$ cat src/rtl/rede_io_pkg.sv
// rtl/rede_io_pkg.sv - shared widths and types for the network processor input staging buffer
package rede_io_pkg;

    localparam int DEF_NUBITS = 31;
    localparam int DEF_NUIOIN = 4;
    localparam int DEF_DEPTH  = 8;
    localparam int CH_W       = $clog2(DEF_NUIOIN);

    typedef logic signed [DEF_NUBITS-1:0] sample_t;
    typedef logic        [CH_W-1:0]       chan_t;

endpackage

$ cat src/rtl/rede_in_buf_if.sv
// rtl/rede_in_buf_if.sv - channel-tagged sample push bus into the input staging buffer
interface rede_in_buf_if #(
    parameter int NUBITS = rede_io_pkg::DEF_NUBITS,
    parameter int NUIOIN = rede_io_pkg::DEF_NUIOIN
);
    import rede_io_pkg::*;

    logic signed [NUBITS-1:0]         s_data;
    logic        [$clog2(NUIOIN)-1:0] s_chan;
    logic                             s_valid;
    logic                             s_ready;

    modport master (output s_data, output s_chan, output s_valid, input  s_ready);
    modport slave  (input  s_data, input  s_chan, input  s_valid, output s_ready);

endinterface

$ cat src/rtl/rede_chan_fifo.sv
// rtl/rede_chan_fifo.sv - one per-channel FIFO; RDE_HOLD_LAST_EN adds a last-popped register
module rede_chan_fifo
    import rede_io_pkg::*;
#(
    parameter int NUBITS = DEF_NUBITS,
    parameter int DEPTH  = DEF_DEPTH
) (
    input  logic                     clk,
    input  logic                     rst,
    input  logic                     push,
    input  logic                     pop,
    input  logic signed [NUBITS-1:0] din,
    output logic signed [NUBITS-1:0] dout,
    output logic                     empty,
    output logic                     full
`ifdef RDE_HOLD_LAST_EN
    ,
    output logic signed [NUBITS-1:0] last
`endif
);
    localparam int PW = $clog2(DEPTH);

    logic signed [NUBITS-1:0] mem_q [DEPTH];
    logic [PW-1:0]            wr_q, rd_q;
    logic [PW:0]              cnt_q, cnt_d;
    logic                     do_push, do_pop;

    assign empty   = (cnt_q == '0);
    assign full    = (cnt_q == (PW+1)'(DEPTH));
    assign do_push = push & ~full;
    assign do_pop  = pop & ~empty;
    assign dout    = mem_q[rd_q];

    always_comb begin
        cnt_d = cnt_q;
        if (do_push && !do_pop) cnt_d = cnt_q + 1'b1;
        if (do_pop && !do_push) cnt_d = cnt_q - 1'b1;
    end

    // Storage carries no reset: contents are unreachable until rewritten.
    always_ff @(posedge clk) begin
        if (do_push) mem_q[wr_q] <= din;
    end

    always_ff @(posedge clk or negedge rst) begin
        if (!rst) begin
            wr_q  <= '0;
            rd_q  <= '0;
            cnt_q <= '0;
        end else begin
            if (do_push) wr_q <= wr_q + 1'b1;
            if (do_pop)  rd_q <= rd_q + 1'b1;
            cnt_q <= cnt_d;
        end
    end

`ifdef RDE_HOLD_LAST_EN
    logic signed [NUBITS-1:0] last_q;

    always_ff @(posedge clk or negedge rst) begin
        if (!rst)        last_q <= '0;
        else if (do_pop) last_q <= dout;
    end

    assign last = last_q;
`endif

endmodule

$ cat src/rtl/rede_in_buf.sv
// rtl/rede_in_buf.sv - per-channel input FIFOs read by one-hot req_in; RDE_HOLD_LAST_EN replays last value on underrun
module rede_in_buf #(
    parameter int NUBITS = rede_io_pkg::DEF_NUBITS,
    parameter int NUIOIN = rede_io_pkg::DEF_NUIOIN,
    parameter int DEPTH  = rede_io_pkg::DEF_DEPTH
) (
    input  logic                     clk,
    input  logic                     rst,
    rede_in_buf_if.slave             s,
    input  logic [NUIOIN-1:0]        req_in,
    output logic signed [NUBITS-1:0] io_in,
    output logic [NUIOIN-1:0]        empty,
    output logic [NUIOIN-1:0]        underrun,
    input  logic [NUIOIN-1:0]        clr_underrun,
    output logic                     req_err
);
    import rede_io_pkg::*;

    localparam int CW = $clog2(NUIOIN);

    logic [NUIOIN-1:0]        full, push_v, pop_v, sel;
    logic signed [NUBITS-1:0] head   [NUIOIN];
    logic signed [NUBITS-1:0] ur_val [NUIOIN];
    logic                     chan_ok, s_ready_c;
    logic                     req_onehot, req_multi;
    logic [NUIOIN-1:0]        underrun_q, underrun_d;
    logic                     req_err_q, req_err_d;

    assign chan_ok    = (32'(s.s_chan) < NUIOIN);
    assign req_onehot = (req_in != '0) && ((req_in & (req_in - 1'b1)) == '0);
    assign req_multi  = (req_in != '0) && !req_onehot;

    // Readiness comes from the registered count, so a same-cycle pop never frees a full channel.
    always_comb begin
        s_ready_c = 1'b0;
        if (chan_ok) s_ready_c = ~full[s.s_chan];
    end
    assign s.s_ready = s_ready_c;

    for (genvar k = 0; k < NUIOIN; k++) begin : g_ch
        assign push_v[k] = s.s_valid & s_ready_c & (s.s_chan == CW'(k));
        assign sel[k]    = req_onehot & req_in[k];
        assign pop_v[k]  = sel[k] & ~empty[k];

        rede_chan_fifo #(.NUBITS(NUBITS), .DEPTH(DEPTH)) u_fifo (
            .clk   (clk),
            .rst   (rst),
            .push  (push_v[k]),
            .pop   (pop_v[k]),
            .din   (s.s_data),
            .dout  (head[k]),
            .empty (empty[k]),
            .full  (full[k])
`ifdef RDE_HOLD_LAST_EN
            ,
            .last  (ur_val[k])
`endif
        );

`ifndef RDE_HOLD_LAST_EN
        assign ur_val[k] = '0;
`endif
    end

    always_comb begin
        io_in = '0;
        for (int k = 0; k < NUIOIN; k++) begin
            if (sel[k]) io_in = empty[k] ? ur_val[k] : head[k];
        end
    end

    // A fresh underrun outranks a clear arriving in the same cycle.
    assign underrun_d = (underrun_q & ~clr_underrun) | (sel & empty);
    assign req_err_d  = req_err_q | req_multi;

    always_ff @(posedge clk or negedge rst) begin
        if (!rst) begin
            underrun_q <= '0;
            req_err_q  <= 1'b0;
        end else begin
            underrun_q <= underrun_d;
            req_err_q  <= req_err_d;
        end
    end

    assign underrun = underrun_q;
    assign req_err  = req_err_q;

endmodule

$ cat src/flat_wrapper.sv
// flat-port wrapper written by rule: the top's interface ports become plain ports
module rede_in_buf_flat import rede_io_pkg::*;
#(
    parameter int NUBITS = rede_io_pkg::DEF_NUBITS,
    parameter int NUIOIN = rede_io_pkg::DEF_NUIOIN,
    parameter int DEPTH  = rede_io_pkg::DEF_DEPTH
)
  (clk, rst, req_in, io_in, empty, underrun, clr_underrun, req_err, s_s_data, s_s_chan, s_s_valid, s_s_ready);
  rede_in_buf_if #(.NUBITS(NUBITS), .NUIOIN(NUIOIN)) s_i ();
  input  logic clk;
  input  logic rst;
  input  logic [NUIOIN-1:0] req_in;
  output logic signed [NUBITS-1:0] io_in;
  output logic [NUIOIN-1:0] empty;
  output logic [NUIOIN-1:0] underrun;
  input  logic [NUIOIN-1:0] clr_underrun;
  output logic req_err;
  input wire logic [$bits(s_i.s_data)-1:0] s_s_data;
  input wire logic [$bits(s_i.s_chan)-1:0] s_s_chan;
  input wire logic [$bits(s_i.s_valid)-1:0] s_s_valid;
  output wire logic [$bits(s_i.s_ready)-1:0] s_s_ready;
  assign s_i.s_data = s_s_data;
  assign s_i.s_chan = s_s_chan;
  assign s_i.s_valid = s_s_valid;
  assign s_s_ready = s_i.s_ready;
  rede_in_buf #(.NUBITS(NUBITS), .NUIOIN(NUIOIN), .DEPTH(DEPTH)) u_core (.clk(clk), .rst(rst), .s(s_i), .req_in(req_in), .io_in(io_in), .empty(empty), .underrun(underrun), .clr_underrun(clr_underrun), .req_err(req_err));
endmodule
$ cat config.mk
export PLATFORM = sky130hd
export DESIGN_NAME = rede_in_buf_flat
export DESIGN_NICKNAME = d
export VERILOG_FILES = /design/src/rtl/rede_io_pkg.sv /design/src/rtl/rede_in_buf_if.sv /design/src/rtl/rede_chan_fifo.sv /design/src/rtl/rede_in_buf.sv /design/src/flat_wrapper.sv
export SDC_FILE = /design/constraint.sdc
export NUM_CORES = 1
export LEC_CHECK = 0
export ABC_AREA = 1
export BUFFER_PORTS_ARGS = -buffer_cell sky130_fd_sc_hd__clkbuf_2
export CELL_PAD_IN_SITES_DETAIL_PLACEMENT = 0
export CELL_PAD_IN_SITES_GLOBAL_PLACEMENT = 2
export CORE_ASPECT_RATIO = 1.4
export CORE_MARGIN = 2
export CORE_UTILIZATION = 41
export DETAILED_ROUTE_END_ITERATION = 12
export PLACE_DENSITY = 0.83
export SYNTH_ARGS = -nofsm -noshare
export SYNTH_HDL_FRONTEND = slang
export SYNTH_HIERARCHICAL = 1
export SYNTH_SLANG_ARGS = --single-unit
$ cat constraint.sdc
create_clock -name clk -period 4.4 [get_ports clk]
set_clock_uncertainty 0.1 [all_clocks]
set_input_delay 0.44 -clock clk [delete_from_list [all_inputs] [get_ports clk]]
set_output_delay 0.44 -clock clk [all_outputs]
set_load 0.01 [all_outputs]
## Word level (Yosys, flattened, before mapping)

Memory sizes are Yosys's and may differ from the RTL's.
Cells that the tools add are included.

| word-level totals | value |
|---|---|
| bits of input ports | 44 |
| RAM bits | 992 |
| register bits after elaboration | 45 |
| memories | 4 |
| word-level logic and storage cells | 135 |
| output and inout bits | 41 |

Memory list:

| memory | words | bits a word | read ports | clocked after Yosys merged registers in | wr ports | line | source |
|---|---|---|---|---|---|---|---|
| u_core.g_ch[0].u_fifo.mem_q | 8 | 31 | 1 | 0 | 1 | rede_chan_fifo.sv:23 | `logic signed [NUBITS-1:0] mem_q [DEPTH];` |
| u_core.g_ch[1].u_fifo.mem_q | 8 | 31 | 1 | 0 | 1 | rede_chan_fifo.sv:23 |  |
| u_core.g_ch[2].u_fifo.mem_q | 8 | 31 | 1 | 0 | 1 | rede_chan_fifo.sv:23 |  |
| u_core.g_ch[3].u_fifo.mem_q | 8 | 31 | 1 | 0 | 1 | rede_chan_fifo.sv:23 |  |

| cells by class | value |
|---|---|
| order comparisons | 1 |
| equal/unequal tests | 7 |
| muxes and demuxes | 26 |
| $add $sub $neg | 17 |
| reduce and logical (&&, ||, !) cells | 30 |
| bitwise logic cells | 36 |

Operators by type and width:

| operator | number |
|---|---|
| $mux W31 | 8 |
| $mux W4 | 8 |
| $add A3 B1 Y3 const B | 8 |
| $and A1 B1 Y1 | 21 |
| $logic_not A4 Y1 | 5 |
| $sub A4 B1 Y4 const B | 5 |
| $add A4 B1 Y4 const B | 4 |
| $eq A4 B4 Y1 const B | 4 |
| $and A4 B4 Y4 | 3 |
| $logic_and A1 B1 Y1 | 10 |
| $logic_not A1 Y1 | 9 |
| $mux W1 | 9 |
| $not A1 Y1 | 9 |
| $reduce_bool A2 Y1 | 4 |
| $eq A2 B2 Y1 const B | 2 |
| $not A4 Y4 | 1 |
| $or A4 B4 Y4 | 1 |
| $reduce_bool A4 Y1 | 1 |
| $lt A2 B3 Y1 const B | 1 |
| $bmux W1 S2 | 1 |
| $eq A2 B1 Y1 const B | 1 |
| $logic_not A2 Y1 | 1 |
| $or A1 B1 Y1 | 1 |

## Longest topological paths before layout

Gate-level depths: netlist (run 1).

| depth | value |
|---|---|
| depth after elaboration | 11 |
| mapped depth | 18 |
| depth with buffers taken out | 17 |

## Hierarchy

The synthesis (run 1) kept the hierarchy.

Modules (own cells, without submodules):

| module | cells each | times used | area an instance (um^2) | sequential area each (um^2) |
|---|---|---|---|---|
| rede_chan_fifo | 1153 | 4 | 11289.6 | 7697.4 |
| rede_in_buf | 321 | 1 | 1468.9 | 125.1 |

## Worst setup path after synthesis (run 1)

Ideal clock, no wire load.

| timing path | value |
|---|---|
| path type | flip-flop to flip-flop |
| start | reg u_core.g_ch[0].u_fifo.cnt_q[0] |
| end | mem u_core/g_ch[2].u_fifo/mem_q[4][0] (netlist bit) (enable) |
| clock period less this slack | 3918 ps |
| library setup time | 458 ps |
| path slack | 482 ps |
| buffers on the path | 1 |
| arrival | 3360 ps |
| data required time | 3842 ps |
| cell stages (with the launch flop) | 12 |
| cell sequence | dfrtp_1 nor2_1 nand3_1 inv_1 nand2_1 nand2_1 nand2_1 nand4_1 nor2_1 nand2_1 buf_4 nor3_1 |

| on the way | value |
|---|---|
| word-level cells in the longest chain between the ends | 9 |

RTL lines:

| what | line | source |
|---|---|---|
| from (decl) | rede_chan_fifo.sv:25 | `logic [PW:0] cnt_q, cnt_d;` |
| from (signal assigned) | rede_chan_fifo.sv:53 | `cnt_q <= cnt_d;` |
| $eq A4 B4 Y1 | rede_chan_fifo.sv:29 | `assign full = (cnt_q == (PW+1)'(DEPTH));` |
| named net u_core.full[0] | rede_in_buf.sv:21 | `logic [NUIOIN-1:0] full, push_v, pop_v, sel;` |
| $bmux W1 S2 | rede_in_buf.sv:36 | `if (chan_ok) s_ready_c = ~full[s.s_chan];` |
| $mux W1 (implied by the code) | rede_in_buf.sv:36 |  |
| $not A1 Y1 | rede_in_buf.sv:36 |  |
| $and A1 B1 Y1 (2 in series) | rede_in_buf.sv:41 | `assign push_v[k] = s.s_valid & s_ready_c & (s.s_chan == CW'(k));` |
| named net u_core.push_v[2] | rede_in_buf.sv:21 |  |
| $and A1 B1 Y1 | rede_chan_fifo.sv:30 | `assign do_push = push & ~full;` |
| $mux W1 | rede_chan_fifo.sv:42 | `if (do_push) mem_q[wr_q] <= din;` |
| $mux W1 (implied by the code) | rede_chan_fifo.sv:42 |  |
| to (decl) | rede_chan_fifo.sv:23 |  |

The timed path passes the listed nets, and every way through them passes these cells. The select of a mux whose other input is x is not followed.

==> impl_results.md, run 1 <==
- Placer congestion estimate: between 0.8 and 0.9
- CTS buffer count: 104
- Achievable Freq: about 0.25 GHz
- Initial DRC count: around 2.3k
- Nets: slightly above 5k
- Worst setup SP type: flip-flop
- Synth Warn #: 6
- Kind of critical path: reg2out
- Met2 wire len: 65.0 mm
- Post-layout min period: a little under 4 ns
- Buffers on Ports: 84
- Setup crit end: io_in[2]
- Final setup fails: 0
- Clock Latency Late Sink: between 0.6 and 0.7 ns
- Internal Pwr Total: approximately 19000 uW
- Initial antenna violation count: 8
- Average cell area after synthesis: approximately 9.5 um^2
- Routed WL: 131 mm
- Vias per inst: 4.74
- Synth-to-layout area growth: 11.8%
- Setup TNS Final: 0 ns
- First-pass GRT wire length: approximately 190 mm
- Critical Path RT: ~3.9 ns
- Grt ovf: 0
- Max IR drop VDD: between 0.3 and 0.4 mV
- Synth Register Bits: 1037
- Die height: roughly 400 um
- Die area: approximately 120000 um^2
- Net Sw Frac: 0.371
- Most common cell after layout, fill and taps aside: nand2_1
- Core Area: between 100000 and 150000 um^2
- Commonest cells after routing, fill and taps aside: nand2_1 (1842), nor2_1 (1097), edfxtp_1 (992), inv_1 (568), clkbuf_16 (108)
- Worst r2r path cells: 11
- Slew @ Worst Pin: around 1.2 ns
- Status: complete, no violations
- DRT antenna net count: 0
- Psw: 11400 uW
- Slew margin rel.: 0.215
- Pre-antenna DRT Iters: 5
- Clock Sinks: about 1.0k
- Reg2reg setup slack: 1.16 ns
- Post-route insts no fill: roughly 6.6k
- FF+latch area: ~31000 um^2
- CP bufs+invs: 2
- Worst setup startpoint: u_core/g_ch[0].u_fifo/rd_q[0]$_DFFE_PN0P_
- Tot GR Track Use: 0.227
- Post-Synthesis Cells: approximately 4.9k
- Crit Reg-Reg Startpoint: u_core/g_ch[1].u_fifo/cnt_q[0]$_DFFE_PN0P_
- Hold Path Class: in2reg
- Boundary Pins: 85
- Num rows: approximately 150
- Drc violations: 0
- Dpl ws: 1.09 ns
- Share of cells above drive strength 1: 0.0749
- CP top delay family: simple AND/OR/NAND/NOR gates
- Final period util: 0.894
- Root Driver: clkbuf_16
- Netlist cell types: 26
- Post-Syn Area: 46600 um^2
- Routed WL per cell: 19.8 um
- Share of power burned in registers: 0.389
- Clock Power Share: 0.283
- Mapped Nets: approximately 5k
- Largest net degree at the start of global routing: 89
- Width of the chip: between 200 and 300 um
- H-Tree Depth: 3
- CTS tree: yes
- Post-cts sizing count: 0
- Leak: 0.0224 uW
- Met3 wire len: between 5 and 6 mm
- Area after DPL: between 40000 and 50000 um^2
- Top Layer Used: met5
- Element type at the critical path end: primary output
- Core Util, Final: 0.462
- Post-placement cell count: ~6.4k
- Combinational fraction of design power: 0.328
- Clk buf depth: 3
- Starting Density: 0.413
- Via count: 31.3k
- Layout filler cell count: between 10k and 15k
- Hold Vio Cnt, Final: 0
- M1 wire length: 56.4 mm
- Slowest stage delay, CP: approximately 0.97 ns
- CP Max Fanout: between 70 and 80
- Area of the multi-input gates: approximately 12000 um^2
- Final-report max-slew violation count: 0
- PD cells: just under 600 nW/um^2
- Reg2reg end: u_core/g_ch[3].u_fifo/mem_q[0][18]$_DFFE_PP_
- Crit path depth: 12
- Most Frequent Cell on Critical Path: nand2_1
- Dpl hpwl: 74.2 mm
- Arrival @ worst endpoint: roughly 3.4 ns
- Final instance area: 52100 um^2
- Vias in the first global route: approximately 30k
- RSZ-0062 raised after global routing: no
- Max_cap viols: 0
- Seq/Total Area, Yosys: 0.663
- Slowest CP cell: dfrtp_4
- Crit-path cells: buf_4, nor2_1, nor2_1, nand2_1, nand2_1, nand2_1, nand2_1, nand2_1, nor2_1, nor2_1, nand3_1, clkbuf_2
- Setup slack after layout: about 0.47 ns
- Reg clk slew, reported paths: roughly 0.060 ns
sequential cells by signal, summed over array words and instances (netlist names):
| signal | cells |
|---|---|
| u_core/g_ch.u_fifo/mem_q | 992 |
| u_core/g_ch.u_fifo/cnt_q | 16 |
| u_core/g_ch.u_fifo/rd_q | 12 |
| u_core/g_ch.u_fifo/wr_q | 12 |
| u_core/underrun | 4 |
| u_core/req_err | 1 |
worst register-to-register path, delay by kind of cell, from the launching register on:
family / cells / cell delay [ns]
and+or+nand+nor: 9 / 1.96
buffers and inverters: 2 / 0.41
DFF: 1 / 0.40
worst min-delay path by stage:
stage | start | end | slack, ns | cells after the start
floorplan | rst | u_core/g_ch[0].u_fifo/cnt_q[0]$_DFFE_PN0P_ | 0.04 | 0
global placement | u_core/req_err$_DFF_PN0_ | u_core/req_err$_DFF_PN0_ | 0.37 | 1
detailed placement | u_core/req_err$_DFF_PN0_ | u_core/req_err$_DFF_PN0_ | 0.36 | 1
CTS | s_s_chan[0] | u_core/g_ch[3].u_fifo/wr_q[1]$_DFFE_PN0P_ | 0.003 | 5
global route | s_s_chan[0] | u_core/g_ch[3].u_fifo/wr_q[1]$_DFFE_PN0P_ | 0.10 | 5
finish | s_s_chan[0] | u_core/g_ch[3].u_fifo/wr_q[1]$_DFFE_PN0P_ | 0.05 | 5
metal layers:
metal / GRT usage / vias to the layer above
met5: 0 / -
met4: 0.0733 / 6
met3: 0.0226 / 204
met2: 0.393 / 634
met1: 0.298 / 14935
li1: - / 15485
power groups by stage:
stage / registers (uW) / clock network (uW) / logic (uW)
3_3_place_gp: 12200 / 0 / 10300
3_5_place_dp: 12200 / 0 / 10300
6_report: 12000 / 8730 / 10100
5_1_grt: 12100 / 9260 / 11500
4_1_cts: 12000 / 8940 / 10300
2_1_floorplan: 11800 / 0 / 7560
metrics by stage:
stage,hold WS [ns],power (uW)
finish,0.0539,30800
CTS,0.00350,31200
global placement,0.366,22400
global route,0.103,32900
floorplan,0.0444,19300
detailed placement,0.356,22500
cell families (layout without fill, tap and decap cells):
logic type	count (synthesis)	in the layout	synth area share
simple gates	3041	3041	0.249
xor+xnor	24	24	0.00451
fa+ha+maj	24	24	0.00708
buf+inv	786	956	0.0744
compound gates	21	21	0.00239
flops	1037	1037	0.663
other cells	0	10	0
cells in the mapped netlist, drive strengths merged:
cell	count	area share
nand2	1842	0.15
nor2	1101	0.089
edfxtp	992	0.64
inv	572	0.046
buf	192	0.027
nand3	57	0.0065
dfrtp	45	0.024
nor3	32	0.0034
clkbuf	22	0.0018
ha	20	0.0054
o21ai	17	0.0018
xnor2	16	0.0030
xor2	8	0.0015
fa	4	0.0017
nand4	4	0.00054
or2	4	0.00054
o22ai	3	0.00040
a21o	1	0.00016
and3	1	0.00013
what timing repair did:
| action | CTS | global route |
|---|---|---|
| endpoints found under the setup margin | 0 | 0 |
| hold buffers | 9 | 0 |
| hold endpoints to repair | 26 | 0 |
| setup buffers | 0 | 0 |
final cells by class:
type / instances / area share
multi-input combinational: 3110 / 0.238
timing repair buffer: 190 / 0.0276
tap: 1480 / 0.0355
clock buffer: 156 / 0.0567
antenna: 10 / 0.000480
sequential: 1037 / 0.594
clock inverter: 38 / 0.00668
inverter: 572 / 0.0412
(Power assumes the default switching activity.)
==> run 2: changes to the inputs <==
Settings changed: CELL_PAD_IN_SITES_DETAIL_PLACEMENT 0 to unset, CELL_PAD_IN_SITES_GLOBAL_PLACEMENT 2 to unset, CORE_UTILIZATION 41 to 45, HOLD_SLACK_MARGIN set to 0.12, PLACE_DENSITY 0.83 to 0.63.
==> run 2 against run 1 <==
The flow now finishes with violations (design-rule violations). Via count is 0.60% higher. Combinational power is 5% lower. Worst setup slack worse by 0.21 ns. Non-clock buffer count is 11 lower.
==> impl_results.md, run 2 (synthesis gave the netlist of run 1 again) <==
- Routed WL per cell: 18.5 um (was 19.8 um)
- Largest net degree at the start of global routing: 94 (was 89)
- Share of power burned in registers: 0.403 (was 0.389)
- CP bufs+invs: 2 (unchanged)
- Combinational fraction of design power: 0.321 (was 0.328)
- Synth-to-layout area growth: 10.6% (was 11.8%)
- Max reg flops: 992 (unchanged)
- Final period util: 0.941 (was 0.894)
- Initial DRC count: 2595 (was 2346)
- Core Util, Final: 0.502 (was 0.462)
- Psw: 11000 uW (was 11400 uW)
- First-pass GRT wire length: 177 mm (was 193 mm)
- Arrival @ worst endpoint: 3.60 ns (was 3.39 ns)
- Element type at the critical path end: primary output (unchanged)
- Hold WS: 0.264 ns (was 0.0539 ns)
- Reg2reg setup slack: 0.97 ns (was 1.16 ns)
- Tot GR Track Use: 0.224 (was 0.227)
- RSZ-0062 raised after global routing: no (unchanged)
- Worst setup SP type: flip-flop (unchanged)
- Vias per inst: 4.90 (was 4.74)
- Clock Latency Late Sink: 0.69 ns (about the same)
- CP top delay family: simple AND/OR/NAND/NOR gates (unchanged)
- Starting Density: 0.454 (was 0.413)
- Worst setup startpoint: u_core/g_ch[0].u_fifo/rd_q[0]$_DFFE_PN0P_ (unchanged)
- Worst r2r path cells: 17 (was 11)
- Initial antenna violation count: 4 (was 8)
- Biggest regs: u_core/g_ch.u_fifo/mem_q (992), u_core/g_ch.u_fifo/cnt_q (16) (unchanged)
- CTS buffer count: 96 (was 104)
- Commonest cells after routing, fill and taps aside: nand2_1 (1842), nor2_1 (1097), edfxtp_1 (992), inv_1 (568), clkbuf_16 (96) (was nand2_1 (1842), nor2_1 (1097), edfxtp_1 (992), inv_1 (568), clkbuf_16 (108))
- H-Tree Depth: 3 (unchanged)
- Buffers on Ports: 84 (unchanged)
- Slew margin rel.: 0.198 (was 0.215)
- Dpl hpwl: 66.5 mm (was 74.2 mm)
- Drc violations: 12 (was 0)
- Via count: 31.5k (was 31.3k)
- Leak: 0.0222 uW (was 0.0224 uW)
- Achievable Freq: 0.242 GHz (was 0.254 GHz)
- Final setup fails: 0 (unchanged)
- Clock Power Share: 0.276 (was 0.283)
- Post-layout min period: 4.14 ns (was 3.93 ns)
- Clock Sinks: 1037 (unchanged)
- Hold Path Class: in2async (was in2reg)
- Net Sw Frac: 0.368 (was 0.371)
- Nets: 5064 (was 5083)
- Pre-antenna DRT Iters: 9 (was 5)
- Vias in the first global route: 29.7k (was 29.9k)
- Clk buf depth: 3 (unchanged)
- Die area: 106000 um^2 (was 116000 um^2)
- Final-report max-slew violation count: 0 (unchanged)
- Crit-path cells: buf_4, nand2_1, nand2_1, nand2_1, nand2_1, nand2_1, nand2_1, nor2_1, nor2_1, nand3_1, clkbuf_2 (was buf_4, nor2_1, nor2_1, nand2_1, nand2_1, nand2_1, nand2_1, nand2_1, nor2_1, nor2_1, nand3_1, clkbuf_2)
- Kind of critical path: reg2out (unchanged)
- Num rows: 139 (was 146)
- Routed WL: 119 mm (was 131 mm)
- CP Max Fanout: 87 (was 71)
- DRT antenna net count: 0 (unchanged)
- Share of cells above drive strength 1: 0.0715 (was 0.0749)
- Die height: 385 um (was 403 um)
- Boundary Pins: 85 (unchanged)
- Most Frequent Cell on Critical Path: nand2_1 (unchanged)
- Max_cap viols: 0 (unchanged)
- Slowest stage delay, CP: 1.06 ns (was 0.97 ns)
- Critical Path RT: 3.86 ns (about the same)
- Slew @ Worst Pin: 1.20 ns (was 1.18 ns)
- Crit Reg-Reg Startpoint: u_core/g_ch[1].u_fifo/cnt_q[1]$_DFFE_PN0P_ (was u_core/g_ch[1].u_fifo/cnt_q[0]$_DFFE_PN0P_)
- Core Area: 103000 um^2 (was 113000 um^2)
- Status: complete, but fails checks (was complete, no violations)
- Setup TNS Final: 0 ns (unchanged)
- Width of the chip: 276 um (was 289 um)
- Top reg by flops: u_core/g_ch.u_fifo/mem_q (unchanged)
- Max IR drop VDD: 0.399 mV (was 0.327 mV)
- Placer congestion estimate: 0.805 (was 0.820)
- Internal Pwr Total: 18900 uW (was 19400 uW)
- Failing checks: design-rule violations
- Root Driver: clkbuf_16 (unchanged)
- Grt ovf: 0 (unchanged)
- Most common cell after layout, fill and taps aside: nand2_1 (unchanged)
- CTS tree: yes (unchanged)
- Reg2reg end: u_core/g_ch[0].u_fifo/cnt_q[3]$_DFFE_PN0P_ (was u_core/g_ch[3].u_fifo/mem_q[0][18]$_DFFE_PP_)
- PD cells: 581 nW/um^2 (was 592 nW/um^2)
- Slowest CP cell: dfrtp_4 (unchanged)
- Post-cts sizing count: 0 (unchanged)
- Reg clk slew, reported paths: 0.07 ns (was 0.06 ns)
- Hold Vio Cnt, Final: 0 (unchanged)
## run 2: layout make-up
type | instances | area (um^2)
inverters | 572 | 2150
diodes | 3 | 7.51
flip-flops and latches | 1037 | 30900
clock buffers | 116 | 2530
clock inverters | 63 | 569
well taps | 1339 | 1680
fillers | 9193 | 51100
repair buffers | 179 | 1290
multi-input cells | 3110 | 12400
## run 2: repair_timing
item	in CTS	in global routing
hold buffers	14	0
hold endpoints to repair	30	0
buffers inserted	0	0
## run 2: power by group through the flow
stage / clock, uW / combinational, uW / sequential [uW]
2_1_floorplan: 0 / 7560 / 11800
3_3_place_gp: 0 / 9490 / 12300
3_5_place_dp: 0 / 9630 / 12300
4_1_cts: 8420 / 9690 / 12100
5_1_grt: 8760 / 10900 / 12200
6_report: 8250 / 9620 / 12100
## run 2: layer usage
metal / GRT usage / vias to the layer above / wire length, um
li1: - / 15411 / -
met1: 0.272 / 14950 / 47800
met2: 0.403 / 861 / 59900
met3: 0.0313 / 225 / 6960
met4: 0.0896 / 4 / 3980
met5: 0 / - / 26
## run 2: worst max path at each step
stage | end | slack (ns) | cells past startpoint
after floorplan | u_core/g_ch[2].u_fifo/mem_q[4][0]$_DFFE_PP_ | 0.48 | 11
after global placement | io_in[19] | 1.01 | 11
after detailed placement | io_in[19] | 1.00 | 11
after CTS | io_in[19] | 0.24 | 11
after global routing | io_in[2] | 0.06 | 11
final | io_in[13] | 0.26 | 11
## run 2: stage by stage
step | cells | total power (uW) | setup WS [ns] | cell area [um^2]
2_1_floorplan | 4933 | 19300 | 0.482 | 46600
3_3_place_gp | 6223 | 21800 | 1.01 | 48300
3_5_place_dp | 6223 | 21900 | 1.00 | 48300
4_1_cts | 6416 | 30200 | 0.235 | 51600
5_1_grt | 6416 | 31800 | 0.0572 | 51600
6_report | 6419 | 30000 | 0.259 | 51600
